`src/rtl/ao_array_pkg.sv`:
```
// ao_array_pkg: shared types, constants and the per-lane AND-OR evaluator for ao_array_pipe.
//   mode_e   : function select (AO, AOI, OA, OAI)
//   ModeW    : width of the mode field
//   ao_eval  : pure per-lane function over up to MaxGrp groups of up to MaxGsz terms
package ao_array_pkg;

  localparam int unsigned ModeW    = 2;
  localparam int unsigned MaxGrp   = 8;
  localparam int unsigned MaxGsz   = 8;
  localparam int unsigned MaxTerms = MaxGrp * MaxGsz;

  typedef enum logic [ModeW-1:0] {
    ModeAo  = 2'd0,
    ModeAoi = 2'd1,
    ModeOa  = 2'd2,
    ModeOai = 2'd3
  } mode_e;

  // Term t of group g sits at bits[g*gsize + t]; bits above ngrp*gsize are ignored.
  function automatic logic ao_eval(input mode_e             mode,
                                   input logic [MaxTerms-1:0] bits,
                                   input int unsigned       ngrp,
                                   input int unsigned       gsize,
                                   input logic              ext);
    logic [MaxTerms-1:0] sh;
    logic                all1;
    logic                any1;
    logic                ao;
    logic                oa;
    logic                res;
    ao  = 1'b0;
    oa  = 1'b1;
    res = 1'b0;
    for (int unsigned g = 0; g < MaxGrp; g++) begin
      if (g < ngrp) begin
        all1 = 1'b1;
        any1 = 1'b0;
        for (int unsigned t = 0; t < MaxGsz; t++) begin
          if (t < gsize) begin
            sh   = bits >> (g * gsize + t);
            all1 = all1 & sh[0];
            any1 = any1 | sh[0];
          end
        end
        ao = ao | all1;
        oa = oa & any1;
      end
    end
    unique case (mode)
      ModeAo:  res = ao | ext;
      ModeAoi: res = ~(ao | ext);
      ModeOa:  res = oa & ext;
      ModeOai: res = ~(oa & ext);
    endcase
    return res;
  endfunction

endpackage

```
`src/rtl/ao_array_pipe_if.sv`:
```
// ao_array_pipe_if: input/output handshake, data and counter bus for ao_array_pipe.
//   master : driver side (produces in_valid/data/mode, out_ready, cnt_clr)
//   slave  : array side (produces in_ready, out_valid, q, toggle_cnt)
interface ao_array_pipe_if #(
  parameter int unsigned WIDTH = 8,
  parameter int unsigned NGRP  = 2,
  parameter int unsigned GSIZE = 2,
  parameter int unsigned CNT_W = 16
) ();
  import ao_array_pkg::*;

  logic                         in_valid;
  logic                         in_ready;
  logic [WIDTH*NGRP*GSIZE-1:0]  and_in;
  logic [WIDTH-1:0]             ext_in;
  logic [ModeW-1:0]             mode;
  logic                         out_valid;
  logic                         out_ready;
  logic [WIDTH-1:0]             q;
  logic                         cnt_clr;
  logic [CNT_W-1:0]             toggle_cnt;

  modport master (
    output in_valid, and_in, ext_in, mode, out_ready, cnt_clr,
    input  in_ready, out_valid, q, toggle_cnt
  );

  modport slave (
    input  in_valid, and_in, ext_in, mode, out_ready, cnt_clr,
    output in_ready, out_valid, q, toggle_cnt
  );
endinterface

```
`src/rtl/ao_pipe_stage.sv`:
```
// ao_pipe_stage: one valid/data register slice of the ao_array_pipe pipeline.
//   i_clk, i_rst        : clock, synchronous active-high reset
//   i_valid, i_data     : word offered from upstream
//   o_ready             : this slot takes a word at the next edge
//   o_valid, o_data     : registered slot contents
//   i_ready             : downstream takes o_data at the next edge
module ao_pipe_stage #(
  parameter int unsigned WIDTH = 8
) (
  input  logic             i_clk,
  input  logic             i_rst,
  input  logic             i_valid,
  input  logic [WIDTH-1:0] i_data,
  output logic             o_ready,
  output logic             o_valid,
  output logic [WIDTH-1:0] o_data,
  input  logic             i_ready
);
  logic             r_valid;
  logic [WIDTH-1:0] r_data;

  // Slot is free if empty or its occupant moves on this cycle; this collapses bubbles.
  assign o_ready = !r_valid || i_ready;

  always_ff @(posedge i_clk) begin
    if (i_rst) begin
      r_valid <= 1'b0;
      r_data  <= '0;
    end else if (o_ready) begin
      r_valid <= i_valid;
      // Hold old data on a bubble so Q stays quiet.
      if (i_valid) r_data <= i_data;
    end
  end

  assign o_valid = r_valid;
  assign o_data  = r_data;
endmodule

```
`src/rtl/ao_array_pipe.sv`:
```
// ao_array_pipe: WIDTH-lane AND-OR / OR-AND array with run-time function select,
// a DEPTH-stage valid/ready pipeline and a saturating output toggle counter.
//   i_clk, i_rst : clock, synchronous active-high reset
//   io_bus       : slave side of ao_array_pipe_if (input word + mode, output word,
//                  handshakes, counter clear and toggle count)
module ao_array_pipe
  import ao_array_pkg::*;
#(
  parameter int unsigned WIDTH = 8,
  parameter int unsigned NGRP  = 2,
  parameter int unsigned GSIZE = 2,
  parameter int unsigned DEPTH = 2,
  parameter int unsigned CNT_W = 16
) (
  input logic             i_clk,
  input logic             i_rst,
  ao_array_pipe_if.slave  io_bus
);
  localparam int unsigned LaneW = NGRP * GSIZE;
  localparam int unsigned PcW   = $clog2(WIDTH + 1);
  localparam int unsigned SumW  = CNT_W + PcW;

  if (WIDTH == 0 || NGRP == 0 || GSIZE == 0 || DEPTH == 0 ||
      NGRP > MaxGrp || GSIZE > MaxGsz) begin : g_param_check
    $fatal(1, "ao_array_pipe: illegal WIDTH/NGRP/GSIZE/DEPTH");
  end

  // Index k links stage k (input side) to stage k+1; 0 is the array, DEPTH is the output.
  logic             w_valid [DEPTH+1];
  logic [WIDTH-1:0] w_data  [DEPTH+1];
  logic             w_ready [DEPTH+1];
  logic [WIDTH-1:0] w_eval;

  for (genvar l = 0; l < WIDTH; l++) begin : g_lane
    logic [MaxTerms-1:0] w_lane_bits;
    assign w_lane_bits = MaxTerms'(io_bus.and_in[l*LaneW +: LaneW]);
    assign w_eval[l]   = ao_eval(mode_e'(io_bus.mode), w_lane_bits, NGRP, GSIZE,
                                 io_bus.ext_in[l]);
  end

  // Mode is folded into the result before stage 1, so in-flight words ignore later changes.
  assign w_valid[0]     = io_bus.in_valid;
  assign w_data[0]      = w_eval;
  assign w_ready[DEPTH] = io_bus.out_ready;

  for (genvar k = 0; k < DEPTH; k++) begin : g_stage
    ao_pipe_stage #(
      .WIDTH (WIDTH)
    ) u_stage (
      .i_clk   (i_clk),
      .i_rst   (i_rst),
      .i_valid (w_valid[k]),
      .i_data  (w_data[k]),
      .o_ready (w_ready[k]),
      .o_valid (w_valid[k+1]),
      .o_data  (w_data[k+1]),
      .i_ready (w_ready[k+1])
    );
  end

  logic [WIDTH-1:0] w_q;
  logic             w_hs;

  assign w_q              = w_data[DEPTH];
  assign w_hs             = w_valid[DEPTH] && io_bus.out_ready;
  assign io_bus.in_ready  = w_ready[0];
  assign io_bus.out_valid = w_valid[DEPTH];
  assign io_bus.q         = w_q;

  // Toggle counter
  logic [CNT_W-1:0] r_cnt;
  logic [WIDTH-1:0] r_last_q;
  logic [PcW-1:0]   w_pop;
  logic [SumW-1:0]  w_sum;
  logic [CNT_W-1:0] w_cnt_inc;

  always_comb begin
    w_pop     = PcW'($countones(w_q ^ r_last_q));
    w_sum     = SumW'(r_cnt) + SumW'(w_pop);
    w_cnt_inc = (w_sum[SumW-1:CNT_W] != '0) ? '1 : w_sum[CNT_W-1:0];
  end

  always_ff @(posedge i_clk) begin
    if (i_rst) begin
      r_cnt    <= '0;
      r_last_q <= '0;
    end else begin
      // last_q tracks every handshake, even one whose count is dropped by a clear.
      if (w_hs) r_last_q <= w_q;
      if (io_bus.cnt_clr) r_cnt <= '0;
      else if (w_hs)      r_cnt <= w_cnt_inc;
    end
  end

  assign io_bus.toggle_cnt = r_cnt;
endmodule
```
`src/flat_wrapper.sv`:
```
// flat-port wrapper written by rule: the top's interface ports become plain ports
module ao_array_pipe_flat import ao_array_pkg::*;
#(
  parameter int unsigned WIDTH = 8,
  parameter int unsigned NGRP  = 2,
  parameter int unsigned GSIZE = 2,
  parameter int unsigned DEPTH = 2,
  parameter int unsigned CNT_W = 16
)
  (i_clk, i_rst, io_bus_in_valid, io_bus_and_in, io_bus_ext_in, io_bus_mode, io_bus_out_ready, io_bus_cnt_clr, io_bus_in_ready, io_bus_out_valid, io_bus_q, io_bus_toggle_cnt);
  ao_array_pipe_if #(.WIDTH(WIDTH), .NGRP(NGRP), .GSIZE(GSIZE), .CNT_W(CNT_W)) io_bus_i ();
  input logic i_clk;
  input logic i_rst;
  input wire logic [$bits(io_bus_i.in_valid)-1:0] io_bus_in_valid;
  input wire logic [$bits(io_bus_i.and_in)-1:0] io_bus_and_in;
  input wire logic [$bits(io_bus_i.ext_in)-1:0] io_bus_ext_in;
  input wire logic [$bits(io_bus_i.mode)-1:0] io_bus_mode;
  input wire logic [$bits(io_bus_i.out_ready)-1:0] io_bus_out_ready;
  input wire logic [$bits(io_bus_i.cnt_clr)-1:0] io_bus_cnt_clr;
  output wire logic [$bits(io_bus_i.in_ready)-1:0] io_bus_in_ready;
  output wire logic [$bits(io_bus_i.out_valid)-1:0] io_bus_out_valid;
  output wire logic [$bits(io_bus_i.q)-1:0] io_bus_q;
  output wire logic [$bits(io_bus_i.toggle_cnt)-1:0] io_bus_toggle_cnt;
  assign io_bus_i.in_valid = io_bus_in_valid;
  assign io_bus_i.and_in = io_bus_and_in;
  assign io_bus_i.ext_in = io_bus_ext_in;
  assign io_bus_i.mode = io_bus_mode;
  assign io_bus_i.out_ready = io_bus_out_ready;
  assign io_bus_i.cnt_clr = io_bus_cnt_clr;
  assign io_bus_in_ready = io_bus_i.in_ready;
  assign io_bus_out_valid = io_bus_i.out_valid;
  assign io_bus_q = io_bus_i.q;
  assign io_bus_toggle_cnt = io_bus_i.toggle_cnt;
  ao_array_pipe #(.WIDTH(WIDTH), .NGRP(NGRP), .GSIZE(GSIZE), .DEPTH(DEPTH), .CNT_W(CNT_W)) u_core (.i_clk(i_clk), .i_rst(i_rst), .io_bus(io_bus_i));
endmodule
```
`config.mk`:
```
export PLATFORM = sky130hd
export DESIGN_NAME = ao_array_pipe_flat
export DESIGN_NICKNAME = d
export VERILOG_FILES = /design/src/rtl/ao_array_pkg.sv /design/src/rtl/ao_array_pipe_if.sv /design/src/rtl/ao_pipe_stage.sv /design/src/rtl/ao_array_pipe.sv /design/src/flat_wrapper.sv
export SDC_FILE = /design/constraint.sdc
export NUM_CORES = 1
export LEC_CHECK = 0
export CORE_MARGIN = 2
export CORE_UTILIZATION = 47
export DETAILED_ROUTE_END_ITERATION = 10
export PLACE_DENSITY = 0.78
export SYNTH_ARGS = -nofsm -noshare
export SYNTH_HDL_FRONTEND = slang
export SYNTH_HIERARCHICAL = 1
export SYNTH_SLANG_ARGS = --single-unit
```
`constraint.sdc`:
```
create_clock -name i_clk -period 9.3 [get_ports i_clk]
set_input_delay 2.79 -clock i_clk [delete_from_list [all_inputs] [get_ports i_clk]]
set_output_delay 2.79 -clock i_clk [all_outputs]
set_load 0.03 [all_outputs]
```
==> flow_summary.json, run 1 <==
{
  "hold_viol": 0,
  "h-tree-depth": 2,
  "synth_area_sq_um": 2650,
  "antennaDiodeCount": 0,
  "start_util_pct": 48.3,
  "drt-initial-drc-count": 102,
  "syn_to_final_growth_pct": 28.6,
  "drc": 0,
  "clockRootBuffer": "clkbuf_8",
  "crit_path_end_kind": "primary output",
  "cts.repair.resized": 0,
  "fin_crit_sh_pct": 79.1,
  "final_common_cell": "clkdlybuf4s50_1",
  "die_area_sq_um": 6240,
  "post-route-util_pct": 62.1,
  "tns_ns": 0,
  "cts_buffers": 5,
  "final_cells": 422,
  "ant_nets": 0,
  "core-area_sq_um": 5470,
  "worst-r2r-setup-slack_ns": 5.09,
  "yosysWarnings": 6,
  "grt_pass1_vias": 2225,
  "arrival_ns": 4.57,
  "vias": 2319,
  "drive_gt1_share_pct": 9.14,
  "netlist_instances": 288,
  "dieWidth_um": 79.0,
  "die-height_um": 79.0,
  "dp_hpwl_mm": 4.17,
  "io_buffer_count": 72,
  "regArea_sq_um": 841,
  "syn_avg_cell_area_sq_um": 9.18,
  "grt_usage_pct": 18.2,
  "worst_slew_pin_slew_ns": 0.871,
  "fillerInstances": 502,
  "crit_type": "input pin to primary output",
  "syn_nets": 350,
  "critPathLaunchType": "input pin",
  "leakagePower_nw": 1.23,
  "synth-seq-cells": 42,
  "hold_buffers": 0,
  "synth_edf_count": 0,
  "multi_input_area_sq_um": 1610,
  "cts_tree": "done",
  "synth_cell_types": 46,
  "ys_seq_area_share_pct": 31.8,
  "layout_common_cells": "clkdlybuf4s50_1, dfxtp_1, nand2_1, a21oi_1, nand3_1",
  "cts.sinks": 42,
  "grt_start_max_net_pins": 29,
  "grt_pass1_wl_mm": 9.43,
  "vias_per_cell": 5.50,
  "max-slew-margin-rel_pct": 41.9,
  "wl_per_cell_um": 12.9,
  "routed_wirelength_mm": 5.43,
  "required_ns": 6.51,
  "clkLatencyLatePin_ns": 0.28,
  "critPathMaxFanout": 18,
  "clockBufferDepth": 2,
  "maxCapViolations": 0,
  "grt-ovfl-total": 0,
  "hold_class": "flop to flop",
  "skew_ns": 0.00709,
  "synthArstFlopShare_pct": 0,
  "max_freq_mhz": 136,
  "power_density_nw_per_um2": 105,
  "status": "finished, final reports clean",
  "setup_viol": 0,
  "place_congestion": 0.879,
  "finalCriticalPeriod_ns": 7.36,
  "drtPass1Iterations": 5,
  "clkTransAtPathRegs_ns": 0.07,
  "antenna_found_initial": 0,
  "finalMaxSlewViolations": 0,
  "vdd_drop_max_uv": 58.2,
  "ios": 73,
  "cts_setup_buffers": 0,
  "rsz0062_at_grt": "no",
  "final_nets": 412,
  "dp_cells": 415,
  "holdWs_ns": 0.470,
  "rows": 27,
  "synth_ff_type": "dfxtp_1"
}
==> flip-flops by register name, indices dropped and copies added (netlist names) <==
name	count
u_core/io_bus.toggle_cnt	16
u_core/g_stage.u_stage/o_data	16
u_core/r_last_q	8
u_core/g_stage.u_stage/o_valid	2
==> Yosys cell counts (4+ instances only) <==
| library cell | number | area (sq um) |
|---|---|---|
| fa_1 | 5 | 100 |
| buf_6 | 9 | 101 |
| xnor2_1 | 4 | 35.0 |
| o221ai_1 | 7 | 61.3 |
| or4_1 | 5 | 37.5 |
| a221oi_1 | 8 | 70.1 |
| inv_1 | 14 | 52.6 |
| clkbuf_1 | 8 | 30.0 |
| ha_1 | 10 | 125 |
| a21oi_2 | 16 | 140 |
| dfxtp_1 | 42 | 841 |
| nand2_1 | 28 | 105 |
| a31oi_1 | 8 | 50.1 |
| a21bo_1 | 16 | 160 |
| a21oi_1 | 19 | 95.1 |
| o31ai_1 | 4 | 30.0 |
| o21ai_0 | 11 | 55.1 |
| nor2_1 | 5 | 18.8 |
| nand3_1 | 18 | 90.1 |
| xor2_1 | 17 | 149 |
==> cell families (layout without fill, tap and decap cells) <==
group	Yosys count	in the layout	share of synthesized area [%]
fa+ha+maj	15	15	8.51
buf+inv	32	94	7.24
flops	42	42	31.8
simple gates	75	75	15.5
xor+xnor	21	21	6.95
compound gates	103	103	30.0
==> report_power, final <==
| part | leakage, nW | internal [mW] | total, mW | switching, mW |
|---|---|---|---|---|
| clock network | 0.0383 | 0.0517 | 0.106 | 0.0545 |
| registers | 0.341 | 0.185 | 0.189 | 0.00478 |
| logic | 0.852 | 0.0349 | 0.0626 | 0.0276 |
| total | 1.23 | 0.271 | 0.358 | 0.0870 |
==> worst max-delay path, cell delays in order <==
cell,delay [ns]
clkdlybuf4s50_1,0.52
nand2b_4,0.26
nand2b_4,0.28
clkdlybuf4s50_1,0.72
==> through the flow <==
stage | setup slack (ns) | area [sq um] | total power, mW
4_1_cts | 1.94 | 3400 | 0.364
5_1_grt | 1.86 | 3400 | 0.377
6_report | 1.94 | 3400 | 0.358
3_3_place_gp | 1.95 | 3320 | 0.255
2_1_floorplan | 2.95 | 2650 | 0.228
3_5_place_dp | 1.96 | 3320 | 0.256
==> final timing paths <==
check,from,to,cells past startpoint
worst max-delay path,io_bus_out_ready,io_bus_in_ready,4
worst min-delay path,u_core/r_last_q[4],u_core/r_last_q[4],2
worst max register to register,u_core/g_stage[1].u_stage/o_data[6],u_core/io_bus.toggle_cnt[5],13
worst min register to register,u_core/r_last_q[4],u_core/r_last_q[4],2
==> layout make-up <==
cell class                 instances  share of cell area, %
multi-input combinational        214                   47.4
sequential                        42                   24.7
timing repair buffer              73                   21.4
tap                               72                   2.65
clock buffer                       7                   2.24
inverter                          14                   1.55
==> metal layers <==
metal  part of all wire (%)  wire length, um  GRT usage (%)  vias to the layer above
li1                       -                -              -                     1176
met5                      0                0              0                        -
met4                   0.74               40           5.17                        0
met3                    5.3              290           3.41                        4
met1                     47             2580           23.8                     1065
met2                     46             2520           30.6                       74
No activity file was read; power rests on OpenSTA's default activity.
==> run 2: changes to the inputs <==
- clock period: 9.3 -> 6.95 ns (I/O delays scaled with it)
==> flow_summary.json, run 2 (synthesis results as in run 1) <==
{
  "status": "finished, final reports clean",
  "max-slew-margin-rel_pct": 43.3,
  "dp_cells": 415,
  "timing.rr.start": "u_core/g_stage[1].u_stage/o_data[6]",
  "maxCapViolations": 0,
  "place_congestion": 0.881,
  "leakagePower_nw": 1.24,
  "pre_cts_slack_ns": 1.00,
  "finalCriticalPeriod_ns": 5.96,
  "drc": 0,
  "clkLatencyLatePin_ns": 0.30,
  "crit_start": "io_bus_out_ready",
  "required_ns": 4.87,
  "post-route-util_pct": 62.7,
  "design_area_sq_um": 3430,
  "antenna_found_initial": 0,
  "cts.sinks": 42,
  "rsz0062_at_grt": "no",
  "grt_pass1_vias": 2154,
  "holdWs_ns": 0.468,
  "clockRootBuffer": "clkbuf_8",
  "clkTransAtPathRegs_ns": 0.07,
  "fillerInstances": 520,
  "cts.repair.resized": 0,
  "wl_per_cell_um": 13.8,
  "critPathLaunchType": "input pin",
  "syn_to_final_growth_pct": 29.7,
  "vias": 2360,
  "clockBufferDepth": 2,
  "worst_slew_pin_slew_ns": 0.850,
  "vias_per_cell": 5.58,
  "io_buffer_count": 72,
  "ios": 73,
  "layout_common_cells": "clkdlybuf4s50_1, dfxtp_1, nand2_1, a21oi_1, nand3_1",
  "finalMaxSlewViolations": 0,
  "dp_hpwl_mm": 4.27,
  "multi_input_area_sq_um": 1610,
  "postLayoutSetupSlackWorst_ns": 0.989,
  "antennaDiodeCount": 0,
  "worst-r2r-setup-slack_ns": 2.72,
  "cts_tree": "done",
  "final_nets": 412,
  "hold_class": "flop to flop",
  "drt-initial-drc-count": 96,
  "crit_path_end_kind": "primary output",
  "regArea_sq_um": 841,
  "drive_gt1_share_pct": 9.40,
  "cts_setup_buffers": 0,
  "p_total_uw": 529,
  "dieWidth_um": 79.0,
  "die_area_sq_um": 6240,
  "power_density_nw_per_um2": 154,
  "fin_crit_sh_pct": 85.8,
  "arrival_ns": 3.88,
  "routed_wirelength_mm": 5.84,
  "grt-ovfl-total": 0,
  "rows": 27,
  "crit_type": "input pin to primary output",
  "drtPass1Iterations": 4,
  "die-height_um": 79.0,
  "final_common_cell": "clkdlybuf4s50_1",
  "core-area_sq_um": 5470,
  "max_freq_mhz": 168,
  "skew_ns": 0.00646,
  "cts_buffers": 5,
  "vdd_drop_max_uv": 113,
  "hold_buffers": 0,
  "ant_nets": 0,
  "hold_viol": 0,
  "h-tree-depth": 2,
  "tns_ns": 0,
  "grt_usage_pct": 19.5,
  "placedInstanceArea_sq_um": 3320,
  "grt_pass1_wl_mm": 9.91,
  "final_cells": 423,
  "setup_viol": 0,
  "critPathMaxFanout": 18,
  "worstHoldStart": "u_core/r_last_q[6]",
  "start_util_pct": 48.3,
  "grt_start_max_net_pins": 29
}
run 2: cell types whose count changed in the layout (fill, tap and decap cells not counted):
| cell | delta |
|---|---|
| bufinv_16 | +1 |
run 2: worst paths after layout:
| path | endpoint | cells past startpoint |
|---|---|---|
| worst min register to register | u_core/r_last_q[6] | 2 |
| worst max register to register | u_core/io_bus.toggle_cnt[5] | 13 |
| worst max-delay path | io_bus_in_ready | 4 |
| worst min-delay path | u_core/r_last_q[6] | 2 |
run 2: worst max-delay path, stage by stage:
cell and delay, ns:
clkdlybuf4s50_1 0.52, nand2b_4 0.26, nand2b_4 0.28, clkdlybuf4s50_1 0.72
run 2: final cells by class:
class	instances	area share, %
timing repair buffer	73	21.2
tap	72	2.63
inverter	14	1.53
clock buffer	7	2.22
multi-input combinational	214	47.0
clock inverter	1	0.875
sequential	42	24.5
run 2: power breakdown:
part           switching, mW  total (mW)  internal (mW)
logic                 0.0381      0.0849         0.0468
registers            0.00623       0.253          0.247
clock network         0.0830       0.191          0.108
total                  0.127       0.529          0.401
run 2: per-layer routing:
layer,track usage (%),share of wire [%],up-vias,routed length (um)
met5,0,0,-,0
met4,6.38,1.4,0,84
met3,4.32,5.5,9,322
met2,31.6,45,73,2650
met1,25.9,48,1093,2790
li1,-,-,1185,-
==> run 3: changes to the inputs <==
- CORE_MARGIN: 2 -> default
- TNS_END_PERCENT: default -> 20
==> flow_summary.json, run 3 (synthesis results as in run 1) <==
{
  "status": "finished, final reports clean",
  "clkLatencyLatePin_ns": 0.29,
  "crit_chain": "clkdlybuf4s50_1, nand2b_4, nand2b_4, clkdlybuf4s50_1",
  "rsz0062_at_grt": "no",
  "antenna_found_initial": 0,
  "rr_worst_depth": 13,
  "grt_usage_pct": 19.7,
  "cts_tree": "done",
  "grt_start_max_net_pins": 29,
  "power_density_nw_per_um2": 144,
  "timing.rr.start": "u_core/g_stage[1].u_stage/o_data[6]",
  "required_ns": 4.87,
  "pwr-share-seq_pct": 51.8,
  "place_congestion": 0.834,
  "vdd_drop_max_uv": 80.7,
  "reg2reg_to": "u_core/io_bus.toggle_cnt[5]",
  "drc": 0,
  "critPathLaunchType": "input pin",
  "grt-ovfl-total": 0,
  "grt_pass1_wl_mm": 9.70,
  "ant_nets": 0,
  "cts.sinks": 42,
  "worst-path-stages": 4,
  "ios": 73,
  "tns_ns": 0,
  "drive_gt1_share_pct": 9.46,
  "cpPeakStageDelay_ns": 0.72,
  "regArea_sq_um": 841,
  "layout_common_cells": "clkdlybuf4s50_1, dfxtp_1, nand2_1, a21oi_1, nand3_1",
  "syn_to_final_growth_pct": 28.7,
  "cp_top_family": "buffers and inverters",
  "p_switching_uw": 119,
  "comb_power_share_pct": 17.1,
  "clockBufferDepth": 2,
  "switching_share_pct": 24.3,
  "final_nets": 412,
  "die_area_sq_um": 5930,
  "final_cells": 419,
  "hold_class": "flop to flop",
  "h-tree-depth": 2,
  "grt_pass1_vias": 2156,
  "cts_setup_buffers": 0,
  "multi_input_area_sq_um": 1610,
  "antennaDiodeCount": 0,
  "drt-initial-drc-count": 132,
  "leakagePower_nw": 1.24,
  "vias_per_cell": 5.60,
  "endpoint": "io_bus_in_ready",
  "fin_crit_sh_pct": 85.5,
  "power_frac_clock_pct": 31.1,
  "crit_path_end_kind": "primary output",
  "final_common_cell": "clkdlybuf4s50_1",
  "finalCriticalPeriod_ns": 5.94,
  "worst_path_max_delay_cell": "clkdlybuf4s50_1",
  "worst_slew_pin_slew_ns": 0.861,
  "finalMaxSlewViolations": 0,
  "p_int_uw": 370,
  "setup_viol": 0,
  "skew_ns": 0.00805,
  "start_util_pct": 50.2,
  "max-slew-margin-rel_pct": 42.6,
  "arrival_ns": 3.86,
  "dp_cells": 413,
  "maxCapViolations": 0,
  "drtPass1Iterations": 4,
  "die-height_um": 77.0,
  "crit_start": "io_bus_out_ready",
  "rows": 26,
  "hold_buffers": 0,
  "core-area_sq_um": 5270,
  "clockRootBuffer": "clkbuf_8",
  "fillerInstances": 458,
  "path_buf_inv": 2,
  "cts.repair.resized": 0,
  "wl_per_cell_um": 13.4,
  "io_buffer_count": 72,
  "clkTransAtPathRegs_ns": 0.07,
  "worst-r2r-setup-slack_ns": 2.73,
  "routed_wirelength_mm": 5.62,
  "dieWidth_um": 77.0,
  "crit_type": "input pin to primary output",
  "cts_buffers": 5,
  "max_freq_mhz": 168,
  "vias": 2346,
  "hold_viol": 0,
  "dp_hpwl_mm": 4.32,
  "critPathMaxFanout": 18
}
[run 3: per-stage QoR]
stage | instance area, sq um | utilization (%) | power (mW) | hold slack [ns] | setup WS [ns]
2_1_floorplan | 2650 | - | 0.305 | 0.448 | 2.01
3_3_place_gp | 3320 | 63.0 | 0.341 | 0.454 | 1.01
3_5_place_dp | 3320 | 63.0 | 0.343 | 0.461 | 1.02
4_1_cts | 3400 | 64.6 | 0.493 | 0.470 | 0.997
5_1_grt | 3400 | 64.6 | 0.513 | 0.496 | 0.918
6_report | 3400 | 64.6 | 0.489 | 0.470 | 1.01
[run 3: per-layer routing]
| layer | up-vias | global-route usage [%] | part of all wire (%) |
|---|---|---|---|
| li1 | 1179 | - | - |
| met2 | 85 | 33.5 | 47 |
| met4 | 0 | 4.53 | 0.71 |
| met5 | - | 0 | 0 |
| met1 | 1077 | 25.7 | 47 |
| met3 | 5 | 3.81 | 6.1 |
[run 3: how the worst min path moves through the flow]
stage               slack [ns]                             endpoint                                start  depth (start not counted)
floorplan                 0.45                   u_core/r_last_q[0]                   u_core/r_last_q[0]                          2
global placement          0.45                   u_core/r_last_q[5]                   u_core/r_last_q[5]                          2
detailed placement        0.46                   u_core/r_last_q[1]                   u_core/r_last_q[1]                          2
CTS                       0.47                   u_core/r_last_q[1]                   u_core/r_last_q[1]                          2
global route              0.50  u_core/g_stage[1].u_stage/o_data[4]  u_core/g_stage[0].u_stage/o_data[4]                          2
finish                    0.47                   u_core/r_last_q[1]                   u_core/r_last_q[1]                          2
[run 3: power by group through the flow]
stage | Combinational [mW] | Sequential, mW | Clock (mW)
after floorplan | 0.0449 | 0.260 | 0
after global placement | 0.0825 | 0.259 | 0
after detailed placement | 0.0841 | 0.259 | 0
after CTS | 0.0841 | 0.253 | 0.155
after global routing | 0.0919 | 0.254 | 0.167
final | 0.0837 | 0.253 | 0.152
[run 3: worst register-to-register path: stages (launching register included)]
cell	delay [ns]
dfxtp_1	0.35
xor2_1	0.16
ha_1	0.22
fa_1	0.53
inv_1	0.05
fa_1	0.52
inv_1	0.04
ha_1	0.19
fa_1	0.45
ha_1	0.35
o21a_1	0.21
a21oi_1	0.69
o21ai_0	0.21
a31oi_1	0.18
[run 3: final cells by class]
type	count	share of cell area [%]
Timing Repair Buffer	73	21.4
Clock buffer	6	2.43
Sequential cell	42	24.7
Inverter	14	1.54
Multi-Input combinational cell	214	47.4
Tap cell	70	2.57
